### config.mk
export PLATFORM = sky130hd
export DESIGN_NAME = weight_mem_arbiter
export DESIGN_NICKNAME = d
export VERILOG_FILES = /design/src/rtl/weight_mem_arbiter.sv
export SDC_FILE = /design/constraint.sdc
export NUM_CORES = 1
export LEC_CHECK = 0
export BUFFER_PORTS_ARGS = -buffer_cell sky130_fd_sc_hd__buf_4
export CORE_MARGIN = 2
export CORE_UTILIZATION = 41
export CTS_CLUSTER_DIAMETER = 40
export CTS_CLUSTER_SIZE = 25
export DETAILED_ROUTE_END_ITERATION = 8
export MAX_ROUTING_LAYER = met4
export PLACE_DENSITY = 0.95
export SETUP_SLACK_MARGIN = 0.15
export SLEW_MARGIN = 20
export SYNTH_ARGS = -nofsm -noshare
export SYNTH_HDL_FRONTEND = slang
export SYNTH_SLANG_ARGS = --single-unit
### constraint.sdc
create_clock -name clk -period 4.15 [get_ports clk]
set_input_delay 0.2075 -clock clk [delete_from_list [all_inputs] [get_ports clk]]
set_output_delay 0.2075 -clock clk [all_outputs]
set_load 0.05 [all_outputs]
### src/rtl/weight_mem_arbiter.sv
// -----------------------------------------------------------------------------
// weight_mem_arbiter
//
// Shares one single-port weight SRAM among N_REQ engines (0 = UART weight
// loader, 1 = forward-prop, 2 = back-prop). One engine owns the SRAM at a time.
// The owner may hold it across a locked burst. Its accesses go straight to the
// macro. Read data comes back to whichever engine issued the read, even when
// ownership has moved on by the time the data arrives.
//
// Optional build macro:
//   WMA_FIXED_PRIO_EN - when defined, the lowest-index requester always wins
//                       arbitration. When undefined (default), arbitration is
//                       round-robin, starting after the last owner.
//
// Ports:
//   clk, rst     clock, asynchronous active-high reset
//   req[N]       per-requester access request
//   lock[N]      per-requester burst (hold ownership) flag
//   we[N]        per-requester write enable
//   addr, wdata  packed per-requester address / write data
//   gnt[N]       one-hot, access of requester i accepted this cycle
//   rvalid[N]    one-hot, read data for requester i valid this cycle
//   rdata        shared read data bus (zero when no rvalid)
//   mem_*        SRAM macro interface (mem_rdata arrives RD_LAT after a read)
//   busy         ownership held or reads still in flight
// -----------------------------------------------------------------------------
module weight_mem_arbiter #(
  parameter int ADDR_W    = 16,
  parameter int DATA_W    = 16,
  parameter int N_REQ     = 3,
  parameter int RD_LAT    = 2,
  parameter int MAX_BURST = 16
) (
  input  logic                      clk,
  input  logic                      rst,
  input  logic [N_REQ-1:0]          req,
  input  logic [N_REQ-1:0]          lock,
  input  logic [N_REQ-1:0]          we,
  input  logic [N_REQ*ADDR_W-1:0]   addr,
  input  logic [N_REQ*DATA_W-1:0]   wdata,
  output logic [N_REQ-1:0]          gnt,
  output logic [N_REQ-1:0]          rvalid,
  output logic [DATA_W-1:0]         rdata,
  output logic                      mem_en,
  output logic                      mem_we,
  output logic [ADDR_W-1:0]         mem_addr,
  output logic [DATA_W-1:0]         mem_wdata,
  input  logic [DATA_W-1:0]         mem_rdata,
  output logic                      busy
);

  localparam int OW = (N_REQ > 1) ? $clog2(N_REQ) : 1;
  localparam int CW = $clog2(MAX_BURST + 1);
  localparam logic [CW-1:0] BURST_MAX = CW'(MAX_BURST);

  typedef enum logic {ARB, OWN} state_t;

  state_t          r_state;
  state_t          w_stateNext;
  logic [OW-1:0]   r_owner;
  logic [OW-1:0]   w_ownerNext;
  logic [CW-1:0]   r_cnt;
  logic [CW-1:0]   w_cntNext;
  logic [CW-1:0]   w_cntInc;
`ifndef WMA_FIXED_PRIO_EN
  logic [OW-1:0]   r_last;
  logic [OW-1:0]   w_lastNext;
  logic [OW-1:0]   w_cand;
`endif

  logic [OW-1:0]   w_winner;
  logic            w_found;
  logic            w_granted;
  logic            w_others;
  logic            w_forced;
  logic [N_REQ-1:0] w_ownerOh;

  logic [RD_LAT-1:0] r_pipeValid;
  logic [OW-1:0]     r_pipeId [RD_LAT];

  // The current owner as a one-hot mask, used for the grant and to spot any
  // competing requests during a burst.
  always_comb begin
    w_ownerOh = N_REQ'(1) << r_owner;
    w_granted = (r_state == OWN) && req[r_owner];
    w_others  = |(req & ~w_ownerOh);
  end

  // Pick the arbitration winner. Round-robin rotates the search start to just
  // after the previous owner, so a requester that keeps asking cannot starve
  // the others. The fixed-priority build simply takes the lowest index.
  always_comb begin
    w_winner = '0;
    w_found  = 1'b0;
`ifdef WMA_FIXED_PRIO_EN
    for (int i = 0; i < N_REQ; i++) begin
      if (!w_found && req[i]) begin
        w_found  = 1'b1;
        w_winner = OW'(i);
      end
    end
`else
    w_cand = '0;
    for (int k = 1; k <= N_REQ; k++) begin
      w_cand = OW'((int'(r_last) + k) % N_REQ);
      if (!w_found && req[w_cand]) begin
        w_found  = 1'b1;
        w_winner = w_cand;
      end
    end
`endif
  end

  // Next-state logic. A granted access bumps the burst count, which saturates.
  // The forced release compares against the count after this access. That way
  // a locked owner gets exactly MAX_BURST beats before a waiting requester
  // takes over. Dropping lock releases the SRAM whether or not this cycle
  // carried an access.
  always_comb begin
    w_stateNext = r_state;
    w_ownerNext = r_owner;
    w_cntNext   = r_cnt;
    w_cntInc    = r_cnt;
    w_forced    = 1'b0;
`ifndef WMA_FIXED_PRIO_EN
    w_lastNext  = r_last;
`endif
    case (r_state)
      ARB: begin
        if (w_found) begin
          w_stateNext = OWN;
          w_ownerNext = w_winner;
          w_cntNext   = '0;
        end
      end
      OWN: begin
        if (w_granted && (r_cnt != BURST_MAX)) begin
          w_cntInc = r_cnt + CW'(1);
        end
        w_forced = (w_cntInc == BURST_MAX) && w_others;
        if (!lock[r_owner] || w_forced) begin
          w_stateNext = ARB;
          w_cntNext   = '0;
`ifndef WMA_FIXED_PRIO_EN
          w_lastNext  = r_owner;
`endif
        end else begin
          w_cntNext = w_cntInc;
        end
      end
      default: begin
        w_stateNext = ARB;
      end
    endcase
  end

  // Arbitration state register.
  always_ff @(posedge clk or posedge rst) begin
    if (rst) begin
      r_state <= ARB;
      r_owner <= '0;
      r_cnt   <= '0;
`ifndef WMA_FIXED_PRIO_EN
      r_last  <= OW'(N_REQ - 1);
`endif
    end else begin
      r_state <= w_stateNext;
      r_owner <= w_ownerNext;
      r_cnt   <= w_cntNext;
`ifndef WMA_FIXED_PRIO_EN
      r_last  <= w_lastNext;
`endif
    end
  end

  // Read-return pipe. It tags each granted read with the requester that issued
  // it, so the data reaches that requester even after ownership has changed.
  // Reset empties the pipe, so reads in flight at reset never produce rvalid.
  always_ff @(posedge clk or posedge rst) begin
    if (rst) begin
      for (int i = 0; i < RD_LAT; i++) begin
        r_pipeValid[i] <= 1'b0;
        r_pipeId[i]    <= '0;
      end
    end else begin
      r_pipeValid[0] <= w_granted & ~we[r_owner];
      r_pipeId[0]    <= r_owner;
      for (int i = 1; i < RD_LAT; i++) begin
        r_pipeValid[i] <= r_pipeValid[i-1];
        r_pipeId[i]    <= r_pipeId[i-1];
      end
    end
  end

  // Output drive. The owner's slice goes to the SRAM only while it owns it.
  // Otherwise every SRAM output stays at zero.
  always_comb begin
    gnt       = '0;
    mem_en    = 1'b0;
    mem_we    = 1'b0;
    mem_addr  = '0;
    mem_wdata = '0;
    rvalid    = '0;
    rdata     = '0;
    if (r_state == OWN) begin
      gnt       = w_granted ? w_ownerOh : '0;
      mem_en    = w_granted;
      mem_we    = we[r_owner];
      mem_addr  = addr[r_owner*ADDR_W +: ADDR_W];
      mem_wdata = wdata[r_owner*DATA_W +: DATA_W];
    end
    if (r_pipeValid[RD_LAT-1]) begin
      rvalid = N_REQ'(1) << r_pipeId[RD_LAT-1];
      rdata  = mem_rdata;
    end
    busy = (r_state == OWN) || (|r_pipeValid);
  end

endmodule

==> results.cfg <==
[status]
outcome = finished, final reports clean

[clock_network]
cts_hold_buf = 0
htreeDepth = 1
post_cts_buffers = 0
clockBufferDepth = 2
path_clk_slew_ns = 0.07
post_cts_resize_count = 0
insertion_delay_ns = 0.26
clock_sinks = 16
cts_root_buffer = clkbuf_8
cts_buffers = 3
cts_tree = built

[yosys]
synth_edf_count = 0
ys.flop_type = dfrtp_1
synth_top_family_by_area = simple AND/OR/NAND/NOR gates
syn_inst = 286
synth_top_area_cell = mux2i_1
syn-num-nets = 413
yosys_warnings = 0
synth_mux_area_share_pct = 19.7
synth_top_area_share_pct = 19.7
synth_compound_area_share_pct = 18.9
avgSynthCellArea_um2 = 6.92
async_flop_share_pct = 100
netlist_area_um2 = 1980
synth_seq_cells = 16
synthAdderAreaFrac_pct = 3.54
synthDistinctLibCells = 45
synth_xor_area_share_pct = 0.886
synth.area.top_cells = mux2i_1 (20%), dfrtp_1 (19%), nor2_1 (14%)
synth-simple-area-share_pct = 29.9
ys_seq_area_share_pct = 20.3

[power_and_ir_drop]
ir_drop_v = 0.000445
static-leakage-power_uw = 0.00174
p_per_area_nw_per_um2 = 664

[global_route]
grt_pass1_vias = 2657
grt_util_all_layers_pct = 29.1
grt_pass1_wl_um = 12100
grt_max_degree = 41
overflow = 0
antenna_found_initial = 1

[worst_setup_path]
path_buf_inv = 3
critPathKind = reg2out
cp.required_ns = 3.94
crit_path_cell_trace = buf_4 > nor2b_2 > buf_4 > a21oi_1 > nor2_1 > buf_4
slowest_delay_ns = 0.40
cp-end-kind = primary output
crit_family = buffers and inverters
critical_path_arrival_ns = 2.22
cpMostUsedCell = buf_4
crit_path_start_kind = register
worstPathMaxFanout = 38
slowest_stage = dfrtp_1

[timing]
maxSlewViolCount = 0
fmax_mhz = 411
skew_ns = 0.00482
rsz0062_at_grt = no
relSlewSlack_pct = 55.6
finalCritPeriodShare_pct = 58.6
final.setup.tns_ns = 0
period_needed_ns = 2.43
hold_slack_ns = 0.0243
setup_viol = 0
hold_viol = 0
max_slew.worst_pin.slew_ns = 0.665
setup_ws_ns = 1.72

[floorplan]
dieHeight_um = 73.5
rows = 25
coreArea_um2 = 4690
io_pins = 180
start_util_pct = 42.2
die_area_um2 = 5400
die_w_um = 73.5

[hold_path]
hold_path.class = in2async

[routing]
drc = 0
drt_iter0_markers = 195
drt_wl_total_um = 7630
vias = 2700
drt-pass1-iter-count = 4
antenna_left = 0
vias_per_cell = 5.36
wl_per_cell_um = 15.1

[layout]
syn2layout_area_growth_pct = 70.8
nFillCells = 365
drive_above_1_share_pct = 43.7
seqCellArea_um2 = 403
multi_input_area_um2 = 1450
fin_cells = 504
nets = 577

[place]
dpl.cell_count = 499
gp_congestion = 0.939
io_buffers = 179
post-place-ws_ns = 1.85
dp_hpwl_um = 6150

[run]
cap_violations = 0
[synth_stat cells, types with 3 or more instances]
| cell type | count |
|---|---|
| nand3_1 | 3 |
| nand2_1 | 11 |
| mux2i_1 | 39 |
| inv_1 | 8 |
| nand4_1 | 3 |
| a21o_1 | 3 |
| and2_1 | 19 |
| nor2_1 | 76 |
| buf_1 | 5 |
| o21ai_0 | 6 |
| a21oi_1 | 38 |
| buf_2 | 4 |
| o21ai_1 | 4 |
| dfrtp_1 | 15 |
| nor3_1 | 3 |
| clkbuf_1 | 13 |
| ha_1 | 4 |
[path summary, 6_finish.rpt]
check | start | end | slack, ns | cells after the start
setup / recovery | r_owner[1] | mem_wdata[6] | 1.72 | 6
min in group clk | req[2] | r_owner[1] | 0.26 | 3
hold / removal | rst | r_cnt[3] | 0.02 | 2
max in group asynchronous | rst | r_owner[0] | 3.68 | 2
hold reg to reg | r_pipeId[2] | r_pipeId[0] | 0.35 | 0
setup reg to reg | r_state | r_cnt[4] | 1.82 | 6
[cells by family (layout without fill, tap and decap cells)]
logic type                 Yosys count  after routing
and+or+nand+nor                    128            128
muxes                               39             39
buffers and inverters               33            196
adders and majority gates            6              6
xor gates and xnor gates             2              2
other                                0              1
DFF                                 16             16
AOI/OAI and AO/OA                   62             62
[per-stage QoR]
step           instance area [um^2]  util (%)  total power (uW)
2_1_floorplan                  1980         -              1590
3_3_place_gp                   3320      70.8              2070
3_5_place_dp                   3320      70.8              2100
6_report                       3380      72.0              2240
5_1_grt                        3380      72.0              2370
4_1_cts                        3380      71.9              2240
[worst reg2reg max path, cell delays in order (launching register included)]
cell and delay, ns:
dfrtp_1 0.53, inv_2 0.35, nor3_2 0.37, mux2i_1 0.37, a41oi_4 0.23, a21o_1 0.21, a22o_1 0.17
[per-layer routing]
metal	GRT usage (%)	wire length [um]	share of wire [%]
met1	31.5	2870	38
met5	-	0	0
met3	3.70	600	7.9
met2	51.3	3800	50
met4	15.6	360	4.7
[layout by cell type, fill, tap and decap left out, drive strengths merged, types with 2 or more instances in the layout]
cell type,count
buf,182
nor2,76
mux2i,39
a21oi,39
and2,19
dfrtp,15
nand2,11
inv,10
o21ai,10
nor3,5
ha,4
clkbuf,4
nand4,3
nand3,3
a21o,3
nand3b,2
maj3,2
or2,2
[flip-flops by register name, summed over array words and instances, names as in the netlist]
register	flops
r_cnt	5
r_state	1
r_pipeValid	2
r_last	2
r_pipeId	4
r_owner	2
[power breakdown]
part / internal [uW] / switching [uW] / leakage [uW]
logic: 602 / 1240 / 0.00151
clock network: 84.4 / 59.8 / 0.0000288
registers: 203 / 54.4 / 0.000208
[layout make-up]
class,instances,area share (%)
diodes,1,0.0741
clock buffers,4,1.63
inverters,10,1.11
multi-input cells,237,42.8
flip-flops and latches,16,11.9
well taps,54,2.00
repair buffers,182,40.4
No activity file was read; power rests on OpenSTA's default activity.
